===== config.mk =====
export PLATFORM = sky130hd
export DESIGN_NAME = axis_pattern_generator
export DESIGN_NICKNAME = d
export VERILOG_FILES = /design/src/rtl/axis_pattern_generator_pkg.sv /design/src/rtl/axis_pattern_generator_lfsr.sv /design/src/rtl/axis_pattern_generator.sv
export SDC_FILE = /design/constraint.sdc
export NUM_CORES = 1
export LEC_CHECK = 0
export ABC_CLOCK_PERIOD_IN_PS = 3300
export CORE_UTILIZATION = 45
export CTS_CLUSTER_DIAMETER = 40
export DETAILED_ROUTE_END_ITERATION = 8
export DONT_BUFFER_PORTS = 1
export PLACE_DENSITY = 0.71
export SLEW_MARGIN = 20
export SYNTH_ARGS = -nofsm -noshare
export SYNTH_HDL_FRONTEND = slang
export SYNTH_SLANG_ARGS = --single-unit

===== constraint.sdc =====
create_clock -name clk_i -period 3.3 [get_ports clk_i]
set_input_delay 0.66 -clock clk_i [delete_from_list [all_inputs] [get_ports clk_i]]
set_output_delay 0.66 -clock clk_i [all_outputs]
set_load 0.01 [all_outputs]

===== src/rtl/axis_pattern_generator_pkg.sv =====
// Shared encodings and LFSR constants for the AXI-Stream pattern generator.
package axis_pattern_generator_pkg;

    typedef enum logic [1:0] {
        MODE_COUNTER = 2'd0,
        MODE_WALK    = 2'd1,
        MODE_LFSR    = 2'd2,
        MODE_RSVD    = 2'd3
    } mode_e;

    typedef enum logic [1:0] {
        ST_IDLE = 2'd0,
        ST_SEND = 2'd1,
        ST_GAP  = 2'd2
    } state_e;

    localparam logic [31:0] LFSR_TAPS = 32'h8020_0003;
    localparam logic [31:0] LFSR_SEED = 32'h0000_0001;

    // One step of the right-shifting Galois LFSR.
    function automatic logic [31:0] lfsr_step(input logic [31:0] s);
        return s[0] ? ((s >> 1) ^ LFSR_TAPS) : (s >> 1);
    endfunction

endpackage


===== src/rtl/axis_pattern_generator_lfsr.sv =====
// 32-bit Galois LFSR that steps only when advance_i is high.
// Only compiled when AXIS_PATTERN_GENERATOR_LFSR_EN is defined.
`ifdef AXIS_PATTERN_GENERATOR_LFSR_EN
module axis_pattern_generator_lfsr
    import axis_pattern_generator_pkg::*;
(
    input  logic        clk_i,
    input  logic        a_rst_n_i,
    input  logic        advance_i,
    output logic [31:0] state_o
);

    logic [31:0] state_reg;

    always_ff @(posedge clk_i or negedge a_rst_n_i) begin
        if (!a_rst_n_i) begin
            state_reg <= LFSR_SEED;
        end else if (advance_i) begin
            state_reg <= lfsr_step(state_reg);
        end
    end

    assign state_o = state_reg;

endmodule
`endif


===== src/rtl/axis_pattern_generator.sv =====
// AXI-Stream burst pattern generator (counter / walking-one / LFSR data).
// Define AXIS_PATTERN_GENERATOR_LFSR_EN to build the LFSR data mode.
module axis_pattern_generator
    import axis_pattern_generator_pkg::*;
#(
    parameter int AXIS_DATA_WIDTH = 32,
    parameter int MAX_BURST       = 1024,
    parameter int GAP_WIDTH       = 8,
    localparam int LEN_W          = $clog2(MAX_BURST + 1),
    localparam int KEEP_W         = AXIS_DATA_WIDTH / 8
) (
    input  logic                       clk_i,
    input  logic                       a_rst_n_i,
    input  logic                       enable_i,
    input  logic [1:0]                 mode_i,
    input  logic [LEN_W-1:0]           burst_len_i,
    input  logic [GAP_WIDTH-1:0]       gap_i,
    input  logic [KEEP_W-1:0]          last_tkeep_i,
    output logic [AXIS_DATA_WIDTH-1:0] m_axis_tdata_o,
    output logic [KEEP_W-1:0]          m_axis_tkeep_o,
    output logic                       m_axis_tvalid_o,
    output logic                       m_axis_tlast_o,
    input  logic                       m_axis_tready_i,
    output logic                       busy_o,
    output logic [31:0]                pkt_cnt_o
);

    state_e                     state_reg, state_next;
    mode_e                      mode_reg;
    logic [LEN_W-1:0]           len_reg, k_reg, len_clamped;
    logic [GAP_WIDTH-1:0]       gap_reg, gap_cnt_reg;
    logic [KEEP_W-1:0]          last_tkeep_reg;
    logic [31:0]                pkt_cnt_reg;
    logic                       handshake, last_beat, burst_done, can_start, load;
    logic [AXIS_DATA_WIDTH-1:0] cnt_data, walk_data, pattern;

    assign len_clamped = (32'(burst_len_i) > MAX_BURST) ? LEN_W'(MAX_BURST) : burst_len_i;
    assign can_start   = enable_i && (burst_len_i != '0);
    assign handshake   = (state_reg == ST_SEND) && m_axis_tready_i;
    assign last_beat   = (k_reg == len_reg - LEN_W'(1));
    assign burst_done  = handshake && last_beat;

    // State register
    always_ff @(posedge clk_i or negedge a_rst_n_i) begin
        if (!a_rst_n_i) begin
            state_reg <= ST_IDLE;
        end else begin
            state_reg <= state_next;
        end
    end

    // Next state; load marks the edge on which a new burst's configuration is captured
    always_comb begin
        state_next = state_reg;
        load       = 1'b0;
        case (state_reg)
            ST_IDLE: begin
                if (can_start) begin
                    state_next = ST_SEND;
                    load       = 1'b1;
                end
            end
            ST_SEND: begin
                if (burst_done) begin
                    if (!enable_i) begin
                        state_next = ST_IDLE;
                    end else if (gap_reg != '0) begin
                        state_next = ST_GAP;
                    end else if (can_start) begin
                        load = 1'b1;
                    end else begin
                        state_next = ST_IDLE;
                    end
                end
            end
            ST_GAP: begin
                if (gap_cnt_reg == GAP_WIDTH'(1)) begin
                    if (can_start) begin
                        state_next = ST_SEND;
                        load       = 1'b1;
                    end else begin
                        state_next = ST_IDLE;
                    end
                end
            end
            default: state_next = ST_IDLE;
        endcase
    end

    always_ff @(posedge clk_i or negedge a_rst_n_i) begin
        if (!a_rst_n_i) begin
            mode_reg       <= MODE_COUNTER;
            len_reg        <= '0;
            gap_reg        <= '0;
            last_tkeep_reg <= '0;
            k_reg          <= '0;
            gap_cnt_reg    <= '0;
            pkt_cnt_reg    <= '0;
        end else begin
            if (load) begin
                mode_reg       <= mode_e'(mode_i);
                len_reg        <= len_clamped;
                gap_reg        <= gap_i;
                last_tkeep_reg <= last_tkeep_i;
            end
            if (load) begin
                k_reg <= '0;
            end else if (handshake) begin
                k_reg <= last_beat ? '0 : k_reg + LEN_W'(1);
            end
            if (burst_done && (state_next == ST_GAP)) begin
                gap_cnt_reg <= gap_reg;
            end else if (state_reg == ST_GAP) begin
                gap_cnt_reg <= gap_cnt_reg - GAP_WIDTH'(1);
            end
            if (burst_done) begin
                pkt_cnt_reg <= pkt_cnt_reg + 32'd1;
            end
        end
    end

    assign cnt_data  = AXIS_DATA_WIDTH'(k_reg);
    assign walk_data = {{(AXIS_DATA_WIDTH-1){1'b0}}, 1'b1} << (32'(k_reg) % AXIS_DATA_WIDTH);

`ifdef AXIS_PATTERN_GENERATOR_LFSR_EN
    logic [31:0]                lfsr_state;
    logic [AXIS_DATA_WIDTH-1:0] lfsr_data;

    axis_pattern_generator_lfsr u_lfsr (
        .clk_i     (clk_i),
        .a_rst_n_i (a_rst_n_i),
        .advance_i (handshake && (mode_reg == MODE_LFSR)),
        .state_o   (lfsr_state)
    );

    // Replicate the 32-bit state across the bus, truncating the top copy
    for (genvar gi = 0; gi < AXIS_DATA_WIDTH; gi++) begin : g_lfsr_rep
        assign lfsr_data[gi] = lfsr_state[gi % 32];
    end
`endif

    // Outputs derive from registers only, so they stay stable while stalled
    always_comb begin
        case (mode_reg)
            MODE_WALK: pattern = walk_data;
`ifdef AXIS_PATTERN_GENERATOR_LFSR_EN
            MODE_LFSR: pattern = lfsr_data;
`endif
            default:   pattern = cnt_data;
        endcase
        m_axis_tvalid_o = (state_reg == ST_SEND);
        m_axis_tlast_o  = m_axis_tvalid_o && last_beat;
        m_axis_tkeep_o  = m_axis_tvalid_o ? (last_beat ? last_tkeep_reg : '1) : '0;
        m_axis_tdata_o  = m_axis_tvalid_o ? pattern : '0;
        busy_o          = (state_reg != ST_IDLE);
    end

    assign pkt_cnt_o = pkt_cnt_reg;

endmodule


==> summary.txt <==
STA
  – Final Slew Violations: 0
  – Slew @ Worst Pin: about 0.60 ns
  – Tcrit/Tclk final: 0.997
  – Slew HR: 0.600
  – Clk_skew: roughly 0.0087 ns
  – Setup-failing EPs final: 0
  – Hold slack: around 0.18 ns
  – RSZ-0062 raised after global routing: yes
  – PnR worst setup slack: ~0.011 ns
  – Maximum clock rate: 304 MHz
  – Final hold violations: 0
  – Min Tclk post-route: around 3.3 ns

Global route
  – Total track usage: 0.205
  – Pin count of the biggest net entering global routing: around 80
  – Total grt overflow: 0
  – Met3 GRT Util: 0.0598
  – Global-route wire length before repair: 17800 um
  – GR Layer Usage met2: 0.330
  – Initial antenna violation count: 0
  – Vias in the first global route: ~3500
  – GR peak layer: met2
  – Met1 Usage GRT: 0.265

Synthesis
  – Mean post-synth cell area: around 9.6 um2
  – Synthesized area: between 0.004 and 0.005 mm2
  – Ys Warns: 0
  – Share of synthesized registers carrying an async set or reset: 1.00
  – Main synth FF type: dfrtp_1
  – Sequential element share of the synthesized area: 0.420
  – Unique masters post-synth: 58
  – Syn_nets: roughly 530
  – Seq cells post-synth: 78
  – Synth Instances: around 490
  – Post-synth EDFFs: 0

Detailed routing
  – Via/cell ratio: approximately 5.7
  – WL/cell: approximately 17 um
  – Via count: 3597
  – 1st-iter DRT viols: 209
  – DRC: 0
  – Drt total wl: about 11000 um
  – Drt pass-1 iters: 5
  – Antenna Violating Nets Remaining: 0

Layout
  – Synth-to-layout area growth: 11.9%
  – Most common cell after layout, fill and taps aside: dfrtp_1
  – Fillcell total: ~890
  – Antenna diodes: 0
  – Layout Nets: between 500 and 600
  – Fin cells: 633
  – Fin area: 0.00520 mm2
  – Most frequent cells in the layout: 78 x dfrtp_1, 58 x nor2_1, 37 x nand2_1
  – Largest register FFs: 32
  – Layout cell share with drive strength beyond 1: 0.174

Clock tree
  – Clk buf depth: 2
  – Root Buffer: clkbuf_8
  – Worst skew pair latency: between 0.3 and 0.4 ns
  – CTS Sinks: 78
  – CTS Buf Count: 9
  – H-tree levels: 3
  – CTS tree: done
  – Clk pin slew, worst setup/hold paths: around 0.08 ns

Floorplan
  – IO Count: 100
  – Die height: 104 um
  – Die area: roughly 0.011 mm2
  – Core area: a little under 0.01 mm2
  – Starting density of the core: 0.469
  – Cell Rows: 36
  – Die X: between 100 and 150 um

Place
  – Placed inst area: just under 0.005 mm2
  – Worst slack at placement: about 0.04 ns
  – Post-DP HPWL: roughly 7800 um
  – Placed cells: about 610
  – RePlAce Congestion: 0.825
  – # port buffers: 0

Setup path
  – CP endpoint kind: primary output
  – CP Max Fanout: 6
  – Critical path type: flip-flop to primary output
  – Startpoint type of the worst setup path: flip-flop
  – Worst Path Arrival: 2.63 ns
  – Critical Path RT: roughly 2.6 ns

Power and ir drop
  – Total power: around 3.8 mW
  – Clock power frac: 0.211
  – Switch Pwr: around 1.5 mW
  – Sw Ratio: 0.402
  – P_leak: around 2.3 nW
  – Combinational Power Share: 0.409
  – Sequential Power Share: 0.380
  – VDD IR max: 0.000502 V
  – Int Power: 2.30 mW
  – PD cells: around 740 mW/mm2

Run status
  – Run status: finished, final reports clean

Hold path
  – Min-delay worst type: input pin to asynchronous set/reset pin

Job
  – Max_cap viols: 0
[final cells by class]
class                           instances  area, um2  area share
Multi-Input combinational cell        366       2590       0.498
Sequential cell                        78       1950       0.375
Timing Repair Buffer                   21        194      0.0373
Tap cell                              133        166      0.0320
Clock buffer                            9        124      0.0238
Clock inverter                          7        105      0.0202
Inverter                               19       71.3      0.0137
[what timing repair did]
item,CTS,global route
setup buffers,3,2
hold buffers,1,0
endpoints found under the setup margin,5,5
pin swaps,4,7
gates cloned,0,0
hold endpoints to repair,78,0
resized for setup,6,14
[per-layer routing]
metal / wire (um) / up-vias
met3: 667 / 14
met1: 4730 / 1757
met4: 161 / 0
met5: 0 / -
li1: - / 1721
met2: 5230 / 105
[cell usage after synthesis (3+ instances only)]
cell type / count / area (um2)
nand2b_1: 6 / 37.5
nand2_1: 37 / 139
or3_1: 4 / 25.0
nor4_2: 12 / 150
mux2i_1: 5 / 50.1
inv_1: 19 / 71.3
mux2_2: 16 / 180
mux2_1: 5 / 56.3
a31oi_1: 3 / 18.8
o21ai_0: 3 / 15.0
nand4_1: 15 / 93.8
nor3_1: 25 / 125
and3_1: 8 / 50.1
xor2_1: 32 / 280
ha_1: 10 / 125
nand3_1: 16 / 80.1
nor2_1: 65 / 244
a21oi_1: 4 / 20.0
a22o_1: 8 / 70.1
nor2b_1: 17 / 106
a22oi_1: 10 / 75.1
nor4_1: 6 / 37.5
clkbuf_1: 15 / 56.3
xnor2_1: 21 / 184
dfrtp_1: 78 / 1950
[logic make-up (layout without fill, tap and decap cells)]
logic type      after synthesis  after routing  synth area share
compound gates               42             42            0.0703
simple gates                235            235             0.282
xor+xnor                     53             53            0.0999
fa+ha+maj                    10             10            0.0269
mux                          26             26            0.0616
buf+inv                      42             56            0.0393
flops                        78             78             0.420
[stage by stage]
stage | setup TNS (ns) | utilization
floorplan | 0 | -
global placement | 0 | 0.487
detailed placement | 0 | 0.487
CTS | 0 | 0.517
global route | -0.536 | 0.525
finish | 0 | 0.525
[final timing paths]
kind | start | endpoint | slack (ns) | cells after the start
min in group clk_i | gap_i[3] | gap_reg[3] | 0.44 | 1
max in group asynchronous | a_rst_n_i | last_tkeep_reg[3] | 2.78 | 1
setup / recovery | len_reg[1] | m_axis_tkeep_o[1] | 0.01 | 9
setup reg to reg | len_reg[1] | gap_cnt_reg[7] | 0.20 | 10
hold reg to reg | last_tkeep_reg[1] | last_tkeep_reg[1] | 0.50 | 1
hold / removal | a_rst_n_i | pkt_cnt_o[22] | 0.18 | 1
[power groups by stage]
| stage | sequential [mW] | clock, mW | combinational (mW) |
|---|---|---|---|
| 2_1_floorplan | 1.38 | 0 | 1.12 |
| 3_3_place_gp | 1.45 | 0 | 1.34 |
| 3_5_place_dp | 1.46 | 0 | 1.40 |
| 4_1_cts | 1.44 | 0.837 | 1.47 |
| 5_1_grt | 1.50 | 0.878 | 1.72 |
| 6_report | 1.46 | 0.812 | 1.57 |
[worst max-delay path: stages, from the launching register on]
cell       delay [ns]
dfrtp_1          0.36
inv_1            0.09
ha_4             0.17
nor2b_4          0.13
or3_1            0.37
a31oi_1          0.23
o2111ai_2        0.13
or4b_4           0.60
nor2_1           0.12
nor2_1           0.08
Power figures use the tool's default switching activity.
